--- config.mk ---
export PLATFORM = sky130hd
export DESIGN_NAME = step_sequencer
export DESIGN_NICKNAME = d
export VERILOG_FILES = /design/src/rtl/cpu_pkg.sv /design/src/rtl/step_len_decode.sv /design/src/rtl/step_sequencer.sv
export SDC_FILE = /design/constraint.sdc
export NUM_CORES = 1
export LEC_CHECK = 0
export CAP_MARGIN = 20
export CORE_MARGIN = 1
export CORE_UTILIZATION = 50
export DETAILED_ROUTE_END_ITERATION = 7
export GPL_TIMING_DRIVEN = 1
export PLACE_DENSITY = 0.77
export SLEW_MARGIN = 20
export SYNTH_ARGS = -nofsm -noshare
export SYNTH_HDL_FRONTEND = slang
export SYNTH_SLANG_ARGS = --single-unit
--- constraint.sdc ---
create_clock -name clock -period 4.4 [get_ports clock]
set_input_delay 0.88 -clock clock [delete_from_list [all_inputs] [get_ports clock]]
set_output_delay 0.88 -clock clock [all_outputs]
set_load 0.01 [all_outputs]
--- src/rtl/cpu_pkg.sv ---
// Shared Mini SRC definitions: opcodes, control-step indices, sequencer states
// and the opcode-to-final-step lookup used by the sequencer and control decoder.
package cpu_pkg;

  localparam logic [4:0] OP_LD   = 5'b00000;
  localparam logic [4:0] OP_LDI  = 5'b00001;
  localparam logic [4:0] OP_ST   = 5'b00010;
  localparam logic [4:0] OP_ADD  = 5'b00011;
  localparam logic [4:0] OP_SUB  = 5'b00100;
  localparam logic [4:0] OP_AND  = 5'b00101;
  localparam logic [4:0] OP_OR   = 5'b00110;
  localparam logic [4:0] OP_ROR  = 5'b00111;
  localparam logic [4:0] OP_ROL  = 5'b01000;
  localparam logic [4:0] OP_SHR  = 5'b01001;
  localparam logic [4:0] OP_SHRA = 5'b01010;
  localparam logic [4:0] OP_SHL  = 5'b01011;
  localparam logic [4:0] OP_ADDI = 5'b01100;
  localparam logic [4:0] OP_ANDI = 5'b01101;
  localparam logic [4:0] OP_ORI  = 5'b01110;
  localparam logic [4:0] OP_MUL  = 5'b01111;
  localparam logic [4:0] OP_DIV  = 5'b10000;
  localparam logic [4:0] OP_NEG  = 5'b10001;
  localparam logic [4:0] OP_NOT  = 5'b10010;
  localparam logic [4:0] OP_BR   = 5'b10011;
  localparam logic [4:0] OP_JR   = 5'b10100;
  localparam logic [4:0] OP_JAL  = 5'b10101;
  localparam logic [4:0] OP_IN   = 5'b10110;
  localparam logic [4:0] OP_OUT  = 5'b10111;
  localparam logic [4:0] OP_MFHI = 5'b11000;
  localparam logic [4:0] OP_MFLO = 5'b11001;
  localparam logic [4:0] OP_NOP  = 5'b11010;
  localparam logic [4:0] OP_HALT = 5'b11011;

  localparam logic [2:0] T0 = 3'd0;
  localparam logic [2:0] T1 = 3'd1;
  localparam logic [2:0] T2 = 3'd2;
  localparam logic [2:0] T3 = 3'd3;
  localparam logic [2:0] T4 = 3'd4;
  localparam logic [2:0] T5 = 3'd5;
  localparam logic [2:0] T6 = 3'd6;
  localparam logic [2:0] T7 = 3'd7;

  typedef enum logic [1:0] {
    S_RST  = 2'd0,
    S_RUN  = 2'd1,
    S_WAIT = 2'd2,
    S_HALT = 2'd3
  } seq_state_t;

  // Undefined opcodes fall into the default and run as a nop.
  function automatic logic [2:0] instr_last_step(input logic [4:0] op);
    logic [2:0] last;
    case (op)
      OP_LD, OP_LDI, OP_ST:                         last = T7;
      OP_ADD, OP_SUB, OP_AND, OP_OR, OP_ROR,
      OP_ROL, OP_SHR, OP_SHRA, OP_SHL:              last = T5;
      OP_ADDI, OP_ANDI, OP_ORI, OP_NEG, OP_NOT:     last = T5;
      OP_MUL, OP_DIV, OP_BR:                        last = T6;
      OP_JAL:                                       last = T4;
      default:                                      last = T3;
    endcase
    return last;
  endfunction

endpackage

--- src/rtl/step_len_decode.sv ---
// Combinational opcode -> final control step lookup, plus halt-opcode flag.
module step_len_decode
  import cpu_pkg::*;
(
  input  logic [4:0] opcode,
  output logic [2:0] last_step,
  output logic       is_halt
);

  assign last_step = instr_last_step(opcode);
  assign is_halt   = (opcode == OP_HALT);

endmodule

--- src/rtl/step_sequencer.sv ---
// Mini SRC control-step generator: one-hot T0-T7, memory-ready stall, halt/stop.
// Optional macro STEP_SINGLE_STEP_EN adds step_req for edge-triggered single stepping.
module step_sequencer
  import cpu_pkg::*;
#(
  parameter int NSTEPS = 8
) (
  input  logic              clock,
  input  logic              reset,
  input  logic              stop,
  input  logic [4:0]        opcode,
  input  logic              mem_ready,
`ifdef STEP_SINGLE_STEP_EN
  input  logic              step_req,
`endif
  output logic [NSTEPS-1:0] step,
  output logic              run,
  output logic              instr_done,
  output logic              halted
);

  seq_state_t        state_q, state_d;
  logic [2:0]        idx_q, idx_d;
  logic [2:0]        last_q, last_nx, len_dec;
  logic              halt_op_q, halt_dec;
  logic              stop_pend_q;
  logic              load_len;
  logic              adv;
  logic              at_final;

  logic [NSTEPS-1:0] step_d;
  logic              run_d, done_d, halted_d;
  logic [NSTEPS-1:0] step_q;
  logic              run_q, done_q, halted_q;

  step_len_decode u_len (
    .opcode    (opcode),
    .last_step (len_dec),
    .is_halt   (halt_dec)
  );

`ifdef STEP_SINGLE_STEP_EN
  logic req_prev_q;

  always_ff @(posedge clock or negedge reset) begin
    if (!reset) begin
      req_prev_q <= 1'b0;
    end else begin
      req_prev_q <= step_req;
    end
  end

  assign adv = step_req & ~req_prev_q;
`else
  assign adv = 1'b1;
`endif

  // Step index is binary; last_q is only meaningful from T3 onward and always >= T3,
  // so it can never match T0-T2 of the following instruction.
  assign at_final = (idx_q == last_q);

  // State register
  always_ff @(posedge clock or negedge reset) begin
    if (!reset) begin
      state_q     <= S_RST;
      idx_q       <= T0;
      last_q      <= T7;
      halt_op_q   <= 1'b0;
      stop_pend_q <= 1'b0;
    end else begin
      state_q <= state_d;
      idx_q   <= idx_d;
      if (load_len) begin
        last_q    <= len_dec;
        halt_op_q <= halt_dec;
      end
      if (stop && (state_q != S_HALT)) begin
        stop_pend_q <= 1'b1;
      end
    end
  end

  // Next-state logic. The length class is sampled on the edge that enters T3 so
  // that instr_done can already be registered for a three-step instruction.
  always_comb begin
    state_d  = state_q;
    idx_d    = idx_q;
    load_len = 1'b0;
    case (state_q)
      S_RST: begin
        state_d = S_RUN;
        idx_d   = T0;
      end
      S_RUN: begin
        if (adv) begin
          if (at_final) begin
            // A stop arriving on the final edge still wins over the next T0.
            if (halt_op_q || stop_pend_q || stop) begin
              state_d = S_HALT;
            end else begin
              idx_d = T0;
            end
          end else if (idx_q == T1) begin
            if (mem_ready) begin
              idx_d = T2;
            end else begin
              state_d = S_WAIT;
            end
          end else begin
            idx_d    = idx_q + 3'd1;
            load_len = (idx_q == T2);
          end
        end
      end
      S_WAIT: begin
        if (mem_ready) begin
          state_d = S_RUN;
          idx_d   = T2;
        end
      end
      S_HALT: begin
        state_d = S_HALT;
      end
      default: begin
        state_d = S_RST;
        idx_d   = T0;
      end
    endcase
  end

  // Output logic: computed from the next state so every output is a flop.
  always_comb begin
    last_nx  = load_len ? len_dec : last_q;
    run_d    = (state_d == S_RUN) || (state_d == S_WAIT);
    halted_d = (state_d == S_HALT);
    done_d   = (state_d == S_RUN) && (idx_d == last_nx);
    step_d   = '0;
    for (int i = 0; i < NSTEPS; i++) begin
      step_d[i] = run_d && (idx_d == i[2:0]);
    end
  end

  always_ff @(posedge clock or negedge reset) begin
    if (!reset) begin
      step_q   <= '0;
      run_q    <= 1'b0;
      done_q   <= 1'b0;
      halted_q <= 1'b0;
    end else begin
      step_q   <= step_d;
      run_q    <= run_d;
      done_q   <= done_d;
      halted_q <= halted_d;
    end
  end

  assign step       = step_q;
  assign run        = run_q;
  assign instr_done = done_q;
  assign halted     = halted_q;

endmodule

Yosys cells after proc, flatten, opt, wreduce, memory -nomap -nowiden
Memories as Yosys holds them, arrays and structs flattened.
Index checks and enable logic that the tools add are counted.
{"block": "op_classes", "muxes": 15, "addsub": 1, "n_reduce_logical": 15, "n_eq_ne": 19}
{"operator": "3-bit 2-to-1 mux", "count": 5}
{"operator": "3-bit equality test, second input constant", "count": 4}
{"operator": "1-bit logical AND", "count": 10}
{"operator": "2-bit 2-to-1 mux", "count": 5}
{"operator": "3-bit by 2-bit equality test with 1-bit output, second input constant", "count": 3}
{"operator": "3-bit one-hot mux with 3 select lines", "count": 1}
{"operator": "2-bit equality test, second input constant", "count": 4}
{"operator": "2-bit one-hot mux with 4 select lines", "count": 1}
{"operator": "3-bit by 1-bit equality test with 1-bit output, second input constant", "count": 2}
{"operator": "3-bit equality test", "count": 2}
{"operator": "5-bit equality test, second input constant", "count": 1}
{"operator": "2-bit by 1-bit equality test with 1-bit output, second input constant", "count": 2}
{"operator": "3-bit by 1-bit adder with 3-bit output, second input constant", "count": 1}
{"operator": "3-bit zero test", "count": 1}
{"operator": "1-bit logical OR", "count": 3}
{"operator": "1-bit 2-to-1 mux", "count": 3}
{"operator": "2-bit zero test", "count": 1}
{"operator": "2-bit != test, second input constant", "count": 1}
{"block": "word_totals", "mem_count": 1, "output_inout_bits": 11, "register_bits": 21, "elab_cells": 60, "input_bits": 9, "romBits": 96}
{"name": "(name not given)", "words": 32, "width": 3, "read_ports": 1, "rd_clocked_by_memory_dff": 0, "wr": 0, "line": "cpu_pkg.sv:53", "text": "case (op)"}

Depth between registers and ports, before layout
{"block": "logic_depth", "depth_word": 8, "mapped_depth": 9}

Modules after synthesis
Synthesis repeated with hierarchy kept, for this count alone.
{"block": "hier_totals", "hier_cells": 106, "hier_area_um2": 1141.1}
{"module": "step_sequencer", "cells_per_inst": 87, "instances": 1, "area_each_um2": 1008.5}
{"module": "step_len_decode", "cells_per_inst": 19, "instances": 1, "area_each_um2": 132.6}

Worst setup path before layout
Ideal clock, no wire load.
{"block": "synth_path", "kind": "input -> register", "start": "input port stop", "end": "register step_q[7] (netlist: step[7])", "path_stages": 8, "slack_ns": 2.082, "setup_time_ns": 0.088, "arrival_ns": 2.230, "required_ns": 4.312, "path_cell_list": "or3_1 and2b_2 o21ai_0 o21a_1 ha_1 inv_1 nand2_1 nor3b_1"}
{"block": "synth_via", "elab_chain_cells": 7, "word_cells_on_any_way": 12, "cone_classes": "eq/ne (3); mux (6); reduce/logical (3)"}
{"item": "from (decl)", "line": "step_sequencer.sv:10", "text": "input logic stop,"}
{"item": "1-bit logical OR (*)", "line": "step_sequencer.sv:98", "text": "if (halt_op_q || stop_pend_q || stop) begin"}
{"item": "2-bit 2-to-1 mux (*)", "line": "step_sequencer.sv:98"}
{"item": "2-bit 2-to-1 mux (*)", "line": "step_sequencer.sv:96", "text": "if (at_final) begin"}
{"item": "2-bit one-hot mux with 4 select lines (*)", "line": "step_sequencer.sv:89", "text": "case (state_q)"}
{"item": "2-bit by 1-bit equality test with 1-bit output or 2-bit equality test (tied branches)", "line": "step_sequencer.sv:134", "text": "run_d = (state_d == S_RUN) || (state_d == S_WAIT);"}
{"item": "1-bit logical OR (*)", "line": "step_sequencer.sv:134"}
{"item": "named net run_d", "line": "step_sequencer.sv:32", "text": "logic run_d, done_d, halted_d;"}
{"item": "1-bit logical AND (*)", "line": "step_sequencer.sv:139", "text": "step_d[i] = run_d && (idx_d == i[2:0]);"}
{"item": "named net step_d[7]", "line": "step_sequencer.sv:31", "text": "logic [NSTEPS-1:0] step_d;"}
{"item": "to (signal assigned)", "line": "step_sequencer.sv:150", "text": "step_q <= step_d;"}
{"item": "to (decl)", "line": "step_sequencer.sv:33", "text": "logic [NSTEPS-1:0] step_q;"}
The timed path passes the listed nets; every way through them passes the cells marked *.
A chain may end at the register's enable or synchronous reset.

Final worst setup path
Ends and elaborated chain as after synthesis.

==> impl_metrics.xml <==
<?xml version="1.0" encoding="UTF-8"?>
<metrics>
  <group name="detailed_routing">
    <metric name="detail_route.vias_per_cell" unit="">5.45</metric>
    <metric name="firstDrtPassIters" unit="">4</metric>
    <metric name="routed_wl" unit="µm">2210</metric>
    <metric name="wl_per_cell" unit="µm">14.3</metric>
    <metric name="detail-route-antenna-nets" unit="">0</metric>
    <metric name="route.detailed.drc" unit="">0</metric>
    <metric name="detailedRoute.firstIterationViolations" unit="">12</metric>
    <metric name="vias" unit="">844</metric>
  </group>
  <group name="final_layout">
    <metric name="drive_gt1_frac" unit="">0.165</metric>
    <metric name="layout.core_utilization" unit="">0.645</metric>
    <metric name="area_delta_synth_final" unit="%">20.6</metric>
    <metric name="nets" unit="">146</metric>
    <metric name="most-common-layout-cells" unit="">19 x sky130_fd_sc_hd__clkdlybuf4s50_1, 18 x sky130_fd_sc_hd__dfrtp_1, 9 x sky130_fd_sc_hd__ha_1</metric>
    <metric name="diodes" unit="">0</metric>
    <metric name="layout.cells.most_common" unit="">sky130_fd_sc_hd__clkdlybuf4s50_1</metric>
    <metric name="layoutNonFillerInstCount" unit="">155</metric>
  </group>
  <group name="worst_setup_path">
    <metric name="worst_ep_required" unit="ns">4.62</metric>
    <metric name="timing.critical_path.from_type" unit="">input pin</metric>
    <metric name="worstReg2RegEnd" unit="">step[7]</metric>
    <metric name="critical_path.max_fanout" unit="">4</metric>
    <metric name="worstSetupEndpointType" unit="">flip-flop</metric>
    <metric name="criticalPathCategory" unit="">in2reg</metric>
    <metric name="regToRegSetupSlack" unit="ns">2.22</metric>
    <metric name="worstPathArrival" unit="ns">2.80</metric>
    <metric name="critical_path.reg2reg.startpoint" unit="">idx_q[0]</metric>
    <metric name="timing.reg2reg.worst_path_depth" unit="">9</metric>
  </group>
  <group name="placement">
    <metric name="gp_congestion" unit="">0.825</metric>
    <metric name="io_buffers" unit="">19</metric>
    <metric name="hpwl" unit="µm">1720</metric>
    <metric name="placed_cells" unit="">151</metric>
  </group>
  <group name="yosys">
    <metric name="dominantRegCellSynth" unit="">sky130_fd_sc_hd__dfrtp_1</metric>
    <metric name="post_synth_inst_count" unit="">106</metric>
    <metric name="synthArstFlopShare" unit="">1.00</metric>
    <metric name="synthesis.nets" unit="">124</metric>
    <metric name="syn-mean-instance-area" unit="µm²">11.2</metric>
    <metric name="postSynthRegisterBits" unit="">21</metric>
    <metric name="synth.yosys.warnings" unit="">0</metric>
    <metric name="netlist-cell-type-count" unit="">36</metric>
    <metric name="synth_enable_flop_cells" unit="">0</metric>
    <metric name="mappedNetlistArea" unit="µm²">1180</metric>
    <metric name="seq_area_frac_synth" unit="">0.447</metric>
  </group>
  <group name="timing">
    <metric name="maxSlewHeadroom" unit="">0.407</metric>
    <metric name="shortest_period_the_worst_path_allows" unit="ns">2.58</metric>
    <metric name="worst_pin_slew" unit="ns">0.886</metric>
    <metric name="rsz0062_at_grt" unit="">no</metric>
    <metric name="clock-skew-final" unit="ns">0.00487</metric>
    <metric name="min_period_over_period" unit="">0.586</metric>
    <metric name="finalSetupViolCount" unit="">0</metric>
    <metric name="max_clock_freq" unit="GHz">0.388</metric>
    <metric name="final-hold-violation-count" unit="">0</metric>
    <metric name="max_slew_vio_count" unit="">0</metric>
    <metric name="total_negative_slack_for_setup_checks" unit="ns">0</metric>
  </group>
  <group name="die">
    <metric name="starting_utilization_of_the_core_area" unit="">0.535</metric>
    <metric name="rows" unit="">17</metric>
    <metric name="die_height" unit="µm">50.7</metric>
    <metric name="die_width" unit="µm">50.7</metric>
    <metric name="core-area" unit="µm²">2210</metric>
    <metric name="number_of_top_level_pins" unit="">20</metric>
    <metric name="die_area" unit="µm²">2570</metric>
  </group>
  <group name="status">
    <metric name="outcome" unit="">complete, no violations</metric>
  </group>
  <group name="hold_path">
    <metric name="min-delay-start" unit="">stop_pend_q</metric>
    <metric name="worstHoldEndpoint" unit="">stop_pend_q</metric>
    <metric name="worst_hold_check_path_type" unit="">reg2reg</metric>
    <metric name="hold_depth" unit="">1</metric>
  </group>
  <group name="cts">
    <metric name="cts_made_buffers" unit="">3</metric>
    <metric name="clockBufferDepth" unit="">2</metric>
    <metric name="cts.htree.levels" unit="">1</metric>
    <metric name="clock-sinks" unit="">21</metric>
    <metric name="cts_root_buffer" unit="">sky130_fd_sc_hd__clkbuf_4</metric>
    <metric name="worstSkewPairLatency" unit="ns">0.30</metric>
    <metric name="tritoncts_clock_tree" unit="">yes</metric>
    <metric name="holdBufCountCts" unit="">0</metric>
    <metric name="post_cts_repair_timing_setup_buffer_count" unit="">0</metric>
    <metric name="clk_pin_slew_worst_paths" unit="ns">0.12</metric>
    <metric name="cts_resized" unit="">0</metric>
  </group>
  <group name="global_routing">
    <metric name="grt_util_all_layers" unit="">0.206</metric>
    <metric name="global_route.overflow_total" unit="">0</metric>
    <metric name="grt_first_pass_wirelength" unit="µm">3880</metric>
    <metric name="maximum_number_of_pins_on_one_net_before_global_route_repair" unit="">22</metric>
    <metric name="antenna_found_initial" unit="">0</metric>
    <metric name="number_of_global_route_vias_before_repair" unit="">868</metric>
  </group>
  <group name="power_and_ir_drop">
    <metric name="power.internal" unit="µW">371</metric>
    <metric name="p_clk_frac" unit="">0.157</metric>
    <metric name="p_leak" unit="µW">0.000614</metric>
    <metric name="vdd.ir_drop.worst" unit="mV">0.321</metric>
    <metric name="powerDensity" unit="nW/µm²">424</metric>
    <metric name="power_frac_seq" unit="">0.437</metric>
    <metric name="sw_frac_of_total" unit="">0.386</metric>
    <metric name="p_sw" unit="µW">234</metric>
    <metric name="combinational_share_of_power" unit="">0.406</metric>
  </group>
  <group name="job">
    <metric name="cap_viol_max_count" unit="">0</metric>
  </group>
</metrics>
## worst max-delay path by stage
stage	from	end	slack [ns]	depth (start not counted)
after CTS	stop	step[7]	1.81	9
after floorplan	stop	step[7]	2.08	8
after global placement	stop	step[5]	1.54	9
after detailed placement	stop	step[7]	1.49	9
final	stop	step[7]	1.82	9
after global routing	stop	step[7]	1.72	9
## sequential cells by signal (all words and copies together), names as in the netlist
| name | cells |
|---|---|
| last_q | 3 |
| halt_op_q | 1 |
| step | 8 |
| idx_q | 3 |
| run | 1 |
| halted | 1 |
| state_q | 2 |
| instr_done | 1 |
| stop_pend_q | 1 |
## kinds of logic after synthesis
group           Yosys count  synth area share
buf+inv                  10            0.0349
flops                    21             0.447
simple gates             36             0.198
fa+ha+maj                 9            0.0951
compound gates           17             0.113
xor+xnor                  5            0.0370
mux                       8            0.0750
## area by class of cell
type / instances / area, µm²
clock inverters: 1 / 7.51
repair buffers: 19 / 190
inverters: 8 / 30.0
well taps: 28 / 35.0
fillers: 181 / 785
multi-input cells: 75 / 613
clock buffers: 3 / 22.5
flip-flops and latches: 21 / 529
## power groups by stage
stage	sequential (µW)	combinational (µW)	clock, µW
6_report	264	245	95.2
5_1_grt	271	268	106
4_1_cts	265	248	99.0
3_5_place_dp	269	247	0
3_3_place_gp	268	236	0
2_1_floorplan	257	203	0
## layer usage
layer | share of wire | vias to the layer above | track usage
met5 | 0 | - | 0
met4 | 0.0063 | 0 | 0.0694
met3 | 0.027 | 2 | 0.0364
met2 | 0.51 | 11 | 0.347
met1 | 0.45 | 417 | 0.267
li1 | - | 414 | -
## synth_stat cells, types with 3 or more instances
| master | number | area [µm²] |
|---|---|---|
| sky130_fd_sc_hd__nor2b_1 | 4 | 25.0 |
| sky130_fd_sc_hd__dfrtp_1 | 18 | 450 |
| sky130_fd_sc_hd__mux2_2 | 3 | 33.8 |
| sky130_fd_sc_hd__dfstp_2 | 3 | 78.8 |
| sky130_fd_sc_hd__o21ai_0 | 4 | 20.0 |
| sky130_fd_sc_hd__a31oi_1 | 4 | 25.0 |
| sky130_fd_sc_hd__and2b_2 | 3 | 26.3 |
| sky130_fd_sc_hd__nand2_1 | 7 | 26.3 |
| sky130_fd_sc_hd__mux2i_1 | 4 | 40.0 |
| sky130_fd_sc_hd__nor3_1 | 5 | 25.0 |
| sky130_fd_sc_hd__nor2_1 | 5 | 18.8 |
| sky130_fd_sc_hd__xnor2_1 | 5 | 43.8 |
| sky130_fd_sc_hd__ha_1 | 9 | 113 |
| sky130_fd_sc_hd__inv_1 | 8 | 30.0 |
## stage by stage
step           cell area [µm²]  hold slack, ns  power, µW  setup slack (ns)
4_1_cts                   1430           0.472        613              1.81
3_3_place_gp              1400           0.434        504              1.54
6_report                  1430           0.467        605              1.82
2_1_floorplan             1180           0.421        460              2.08
5_1_grt                   1430           0.503        645              1.72
3_5_place_dp              1400           0.445        516              1.49
## worst max-delay path: stages
cell                              delay (ns)
sky130_fd_sc_hd__clkdlybuf4s50_1        0.41
sky130_fd_sc_hd__or3_1                  0.35
sky130_fd_sc_hd__and2b_2                0.21
sky130_fd_sc_hd__o21ai_0                0.15
sky130_fd_sc_hd__o21a_1                 0.17
sky130_fd_sc_hd__ha_1                   0.23
sky130_fd_sc_hd__inv_1                  0.09
sky130_fd_sc_hd__nand2_1                0.10
sky130_fd_sc_hd__nor3b_1                0.21
No activity file was read; power rests on OpenSTA's default activity.
